===== config.mk =====
export PLATFORM = sky130hd
export DESIGN_NAME = panxi_sleep_ctrl
export DESIGN_NICKNAME = d
export VERILOG_FILES = /design/src/rtl/panxi_sleep_ctrl.sv
export SDC_FILE = /design/constraint.sdc
export NUM_CORES = 1
export LEC_CHECK = 0
export BUFFER_PORTS_ARGS = -buffer_cell sky130_fd_sc_hd__buf_2
export CAP_MARGIN = 30
export CORE_MARGIN = 2
export CORE_UTILIZATION = 46
export DETAILED_ROUTE_END_ITERATION = 16
export PLACE_DENSITY = 0.78
export SETUP_SLACK_MARGIN = 0.4
export SLEW_MARGIN = 20
export SYNTH_ARGS = -nofsm -noshare
export SYNTH_HDL_FRONTEND = slang
export SYNTH_SLANG_ARGS = --single-unit

===== constraint.sdc =====
create_clock -name clk_i -period 2.1 [get_ports clk_i]
set_input_delay 0.315 -clock clk_i [delete_from_list [all_inputs] [get_ports clk_i]]
set_output_delay 0.315 -clock clk_i [all_outputs]
set_load 0.01 [all_outputs]

===== src/rtl/panxi_sleep_ctrl.sv =====
// Sleep/wake controller driving the core clock-gate enable; drains after WFI, gates, restores on irq/debug.
// Optional sleep-cycle counter enabled by defining PANXI_SLEEP_CNT_EN.
//
// state | meaning
// RUN   | core clock running, normal execution
// DRAIN | WFI seen, waiting for IDLE_CYCLES consecutive non-busy cycles
// SLEEP | core clock gated, waiting for irq or debug request
// WAKE  | core clock re-enabled, WAKE_CYCLES settle time before retiring WFI
module panxi_sleep_ctrl #(
  parameter int unsigned IDLE_CYCLES = 4,
  parameter int unsigned WAKE_CYCLES = 2
) (
  input  logic        clk_i,
  input  logic        rst_i,
  input  logic        wfi_req_i,
  input  logic        core_busy_i,
  input  logic        irq_pending_i,
  input  logic        debug_req_i,
  output logic        clk_en_o,
  output logic        core_sleep_o,
  output logic        wake_o,
  output logic [31:0] sleep_cycles_o
);

  typedef enum logic [1:0] {
    RUN   = 2'd0,
    DRAIN = 2'd1,
    SLEEP = 2'd2,
    WAKE  = 2'd3
  } state_e;

  localparam logic [7:0] IDLE_LD = 8'(IDLE_CYCLES);
  localparam logic [7:0] WAKE_LD = 8'(WAKE_CYCLES);

  state_e     state_q, state_d;
  logic [7:0] cnt_q, cnt_d;
  logic       clk_en_q, clk_en_d;
  logic       sleep_q, sleep_d;
  logic       wake_q, wake_d;
  logic       wake_src;

  assign wake_src = irq_pending_i | debug_req_i;

  always_ff @(posedge clk_i) begin
    if (rst_i) begin
      state_q  <= RUN;
      cnt_q    <= 8'd0;
      clk_en_q <= 1'b1;
      sleep_q  <= 1'b0;
      wake_q   <= 1'b0;
    end else begin
      state_q  <= state_d;
      cnt_q    <= cnt_d;
      clk_en_q <= clk_en_d;
      sleep_q  <= sleep_d;
      wake_q   <= wake_d;
    end
  end

  always_comb begin
    state_d = state_q;
    cnt_d   = cnt_q;
    wake_d  = 1'b0;
    case (state_q)
      RUN: begin
        if (wfi_req_i) begin
          if (wake_src) begin
            wake_d = 1'b1;
          end else begin
            state_d = DRAIN;
            cnt_d   = IDLE_LD;
          end
        end
      end
      DRAIN: begin
        if (wake_src) begin
          state_d = RUN;
          wake_d  = 1'b1;
        end else if (!wfi_req_i) begin
          state_d = RUN;
        end else if (core_busy_i) begin
          cnt_d = IDLE_LD;
        end else if (cnt_q <= 8'd1) begin
          state_d = SLEEP;
          cnt_d   = 8'd0;
        end else begin
          cnt_d = cnt_q - 8'd1;
        end
      end
      SLEEP: begin
        if (wake_src) begin
          state_d = WAKE;
          cnt_d   = WAKE_LD;
        end
      end
      WAKE: begin
        if (cnt_q <= 8'd1) begin
          state_d = RUN;
          cnt_d   = 8'd0;
          wake_d  = 1'b1;
        end else begin
          cnt_d = cnt_q - 8'd1;
        end
      end
      default: begin
        state_d = RUN;
        cnt_d   = 8'd0;
      end
    endcase
    // Outputs follow the next state so they are registered yet aligned with it.
    clk_en_d = (state_d != SLEEP);
    sleep_d  = (state_d == SLEEP) || (state_d == WAKE);
  end

  assign clk_en_o     = clk_en_q;
  assign core_sleep_o = sleep_q;
  assign wake_o       = wake_q;

`ifdef PANXI_SLEEP_CNT_EN
  logic [31:0] sleep_cycles_q, sleep_cycles_d;

  always_comb begin
    sleep_cycles_d = sleep_cycles_q;
    if ((state_q == SLEEP) && (sleep_cycles_q != 32'hFFFF_FFFF)) begin
      sleep_cycles_d = sleep_cycles_q + 32'd1;
    end
  end

  always_ff @(posedge clk_i) begin
    if (rst_i) begin
      sleep_cycles_q <= 32'd0;
    end else begin
      sleep_cycles_q <= sleep_cycles_d;
    end
  end

  assign sleep_cycles_o = sleep_cycles_q;
`else
  assign sleep_cycles_o = 32'd0;
`endif

endmodule


==> results.toml, run 1 <==
[outcome]
outcome = "completed"

[clocking]
cts_buffers = 3
clock_sinks = 12
tritoncts = "built"
clk_latency_ps = 260
root_buffer = "clkbuf_4"
cts_buffer_depth = 2
ctsHtreeMaxLevel = 1
clk_pin_slew_ps = 80
cts_hold_buf = 0

[timing]
finClkSkew_ps = 6.787
setup_viol_count_final = 0
fin_crit_ps = 1903
fmax_mhz = 525.5
drv_slew = 0
finalHoldViolations = 0
setup_tns_ps = 0
rsz0062_at_grt = "true"
period_share = 0.9062

[placed_design]
gp_congestion = 0.8128
dp.cells = 140
hpwlAfterDp_mm = 1.181
port_buffers = 8

[synthesis]
yosysTopAreaCellShare = 0.2526
yosysTopAreaCell = "dfxtp_1"
ys_seq_area_frac = 0.2526
synth_edf_count = 0
syn_avg_cell_area_sq_um = 8.971
synth_ff_type = "dfxtp_1"
synth_common_cells = "buf_4 (32), dfxtp_1 (12), nor2_1 (6), nor3_1 (6), xnor2_1 (6)"
synth.distinct_cells = 35
yosysWarningCount = 0
yosysMostFrequentCell = "buf_4"
netlist_top_cells_area = "dfxtp_1 (25%), buf_4 (25%), xnor2_1 (5.5%)"
syn_inst = 106
synthArstFlopShare = 0
ys_ff_latch = 12
netlist_area_sq_um = 950.9

[grt]
overflow = 0
antenna_found_initial = 0
grt_max_degree = 14
grt_usage = 0.1329
grt_pass1_vias = 569
grt_pass1_wl_mm = 2.525

[routing]
drt-total-wl_mm = 1.614
dr_total_vias = 680
postRouteAntennaNets = 0
dr.pass1.iters = 4
route.detailed.drc = 0
vias_per_cell = 4.595
dr.first_iter.drc_count = 12
wire_per_inst_microns = 10.91

[setup_path]
path_cells = "or4_4, or4_4, a31oi_4, nor3_1"
worstSetupPathType = "register to register"
endpoint_kind = "register"
required_ps = 2240
arrival_ps = 2040
slowest_delay_ps = 540
crit_top_cell = "or4_4"
crit_fanout = 6
start_kind = "register"
slowest_stage = "or4_4"

[die]
rows = 16
initial_core_util = 0.4847
dieArea_sq_um = 2447
core_sq_um = 1962
dieWidth_microns = 49.47
ioPinCount = 41
die_h_microns = 49.47

[power_and_ir_drop]
p_per_area_nw_per_um2 = 536.4
power_frac_seq = 0.461
p_leak_nw = 0.4274
switching_share = 0.3165
comb_power_share = 0.285
switching_power_mw = 0.1702
vdd_drop_max_mv = 0.3685
p_clk_frac = 0.254
p_int_mw = 0.3674
power_mw = 0.5375

[job]
cap_violations = 0

[finish]
nets = 131
post-route-util = 0.5108
area_growth_pct = 5.395
antenna_cells = 0
stdcell_count = 148
fillers = 197
layout-drive-gt1-share = 0.3223

[worst_hold_path]
hp-class = "primary input to register"
-- critical path, delay by kind of cell, from the launching register on --
family / cells / cell delay, ps
flip-flops: 1 / 320
AO/OA/AOI/OAI: 1 / 320
AND/OR/NAND/NOR: 3 / 1140
-- metrics by stage --
step / area (sq um) / worst slack, ps / hold WS (ps)
2_1_floorplan: 1091 / 251.0 / 421.6
3_3_place_gp: 920.9 / 208.9 / 530.2
3_5_place_dp: 920.9 / 156.4 / 545.2
4_1_cts: 982.2 / 171.9 / 331.6
5_1_grt: 1002 / 141.0 / 358.7
6_report: 1002 / 197.0 / 340.3
-- flip-flops by register name, indices dropped and copies added, names as in the netlist --
signal and count:
wake_o 1, cnt_q 8, clk_en_o 1, state_q 2
-- cells by family (layout without fill, tap and decap cells) --
group / Yosys count / after routing / share of synthesized area
mux: 1 / 1 / 0.01053
flops: 12 / 12 / 0.2526
other cells: 1 / 32 / 0.003944
buf+inv: 40 / 24 / 0.2881
compound gates: 16 / 16 / 0.1632
xor+xnor: 7 / 7 / 0.06447
fa+ha+maj: 2 / 2 / 0.02631
simple gates: 27 / 27 / 0.1908
-- cell usage in the layout, fill, tap and decap left out, types with 3 or more instances in the layout --
master and count:
nor2_1 5, dfxtp_1 9, a211oi_1 4, dfxtp_2 3
xnor2_1 6, buf_4 9, a21oi_1 3, inv_1 4
conb_1 32, nor3_2 4, buf_2 8, clkbuf_4 3
nor3_1 3
-- routing by layer --
metal,share of wire,track usage,vias up
met2,0.52,0.2117,38
met3,0.071,0.02727,4
li1,-,-,332
met1,0.39,0.1670,306
met5,0,0,-
met4,0.019,0.07407,0
-- layout make-up --
class | instances | area (sq um) | share of cell area
repair buffers | 17 | 107.6 | 0.1074
well taps | 27 | 33.78 | 0.03371
clock buffers | 3 | 22.52 | 0.02247
flip-flops and latches | 12 | 244.0 | 0.2434
inverters | 4 | 15.01 | 0.01498
multi-input cells | 85 | 579.3 | 0.5780
-- timing repair --
| action | in CTS | in global routing |
|---|---|---|
| setup endpoints to repair | 9 | 12 |
| pin swaps | 8 | 4 |
| buffers inserted | 3 | 2 |
| resized for setup | 4 | 2 |
-- power by group through the flow --
| stage | Sequential [mW] | Combinational [mW] | Clock [mW] |
|---|---|---|---|
| 2_1_floorplan | 0.253 | 0.151 | 0 |
| 3_3_place_gp | 0.252 | 0.125 | 0 |
| 3_5_place_dp | 0.253 | 0.128 | 0 |
| 4_1_cts | 0.247 | 0.139 | 0.144 |
| 5_1_grt | 0.249 | 0.165 | 0.158 |
| 6_report | 0.248 | 0.153 | 0.136 |
-- worst paths after layout --
kind / slack (ps) / endpoint / start / cells past startpoint
max: 200 / cnt_q[4] / cnt_q[5] / 4
min: 340 / state_q[0] / core_busy_i / 3
max reg2reg: 200 / cnt_q[4] / cnt_q[5] / 4
min reg2reg: 570 / cnt_q[4] / cnt_q[4] / 2
(Power assumes the default switching activity.)
==> run 2: changes to the inputs <==
Settings changed: PLACE_DENSITY 0.78 to default, PLACE_DENSITY_LB_ADDON from default to 0.08.
==> run 2 against run 1 <==
  * First-iteration DRC count stayed put
  * Largest power group unchanged
  * Clock skew fell by 1.3 ps
  * Critical path depth stayed put
  * Critical path type unchanged
  * Final cell count shrank 0.68%
==> results.toml, run 2 (synthesized netlist as in run 1, its figures left out) <==
[timing]
setup_ws_ps = 239.6
period_share = 0.8859
finalHoldViolations = 0
finClkSkew_ps = 5.447
fin_crit_ps = 1860
rsz0062_at_grt = "true"
setup_tns_ps = 0
timing.hold.ws_ps = 319.0
drv_slew = 0
fmax_mhz = 537.5
setup_viol_count_final = 0

[clocking]
tritoncts = "built"
clock_sinks = 12
clk_latency_ps = 280
cts_buffer_depth = 2
cts_hold_buf = 0
cts_buffers = 3
root_buffer = "clkbuf_4"
ctsHtreeMaxLevel = 1
clk_pin_slew_ps = 80

[setup_path]
required_ps = 2260
worstSetupPathType = "register to register"
startpoint = "cnt_q[2]"
r2r-start = "cnt_q[2]"
slowest_delay_ps = 530
crit_top_cell = "or4_4"
start_kind = "register"
crit_fanout = 6
slowest_stage = "or4_4"
rr_worst_depth = 4
arrival_ps = 2020
endpoint_kind = "register"
path_cells = "or4_4, or4_4, a31oi_4, nor3_1"

[routing]
route.detailed.drc = 0
top_layer = "met4"
wl_met1_microns = 756
dr.first_iter.drc_count = 12
met3WireLength_microns = 90
met2_length_microns = 724
postRouteAntennaNets = 0
wire_per_inst_microns = 10.93
vias_per_cell = 4.497
dr_total_vias = 661
drt-total-wl_mm = 1.607
dr.pass1.iters = 4

[finish]
stdcell_count = 147
post-route-util = 0.5057
area_growth_pct = 4.342
final_area_sq_um = 992.2
top_regs = "cnt_q (8), state_q (2)"
final_common_cell = "conb_1"
largest_reg_flops = 8
layout-drive-gt1-share = 0.2750
nets = 129
fillers = 212
largest-register = "cnt_q"
antenna_cells = 0
layout_common_cells = "conb_1 (32), dfxtp_1 (10), buf_2 (8), buf_4 (7)"

[die]
core_sq_um = 1962
rows = 16
dieArea_sq_um = 2447
die_h_microns = 49.47
initial_core_util = 0.4847
ioPinCount = 41
dieWidth_microns = 49.47

[placed_design]
dp.cells = 139
dp_slack_ps = 73.48
hpwlAfterDp_mm = 1.209
place_area_sq_um = 913.4
port_buffers = 8
gp_congestion = 0.7798

[worst_hold_path]
holdPathStages = 3
hp-class = "primary input to register"
min_from = "core_busy_i"

[grt]
overflow = 0
grt_max_degree = 14
grt_pass1_wl_mm = 2.539
grt_pass1_vias = 578
antenna_found_initial = 0
grt_usage = 0.1391

[outcome]
outcome = "completed"

[power_and_ir_drop]
p_per_area_nw_per_um2 = 580.4
power_mw = 0.5759
p_leak_nw = 0.4253
vdd_drop_max_mv = 0.3115

[job]
cap_violations = 0
## run 2: per-layer routing
metal,vias up,global-route usage
met4,0,0.06944
li1,327,-
met5,-,0
met1,306,0.1757
met2,24,0.2117
met3,4,0.04545
## run 2: final timing paths
kind / end / slack (ps)
setup / recovery: cnt_q[6] / 240
hold / removal: state_q[0] / 320
setup reg to reg: cnt_q[6] / 240
hold reg to reg: cnt_q[5] / 560
## run 2: repair_timing
action / in CTS / in global routing
setup buffers: 4 / 0
gates resized for setup: 2 / 2
pin swaps: 2 / 1
setup endpoints to repair: 10 / 12
## run 2: power by group
part	leakage [nW]	switching, mW	internal (mW)
Sequential	0.0989	0.00888	0.237
Combinational	0.305	0.0837	0.0562
Clock	0.0210	0.0843	0.106
## run 2: worst max-delay path, delay by kind of cell (launching register included)
| family | cells | cell delay [ps] |
|---|---|---|
| AND/OR/NAND/NOR | 3 | 1140 |
| flip-flops | 1 | 330 |
| AO/OA/AOI/OAI | 1 | 270 |
## run 2: final cells by class
class,instances,area [sq um],area share
Timing Repair Buffer,15,92.59,0.09332
Multi-Input combinational cell,85,569.3,0.5738
Sequential cell,12,245.2,0.2472
Clock buffer,4,36.28,0.03657
Inverter,4,15.01,0.01513
Tap cell,27,33.78,0.03405
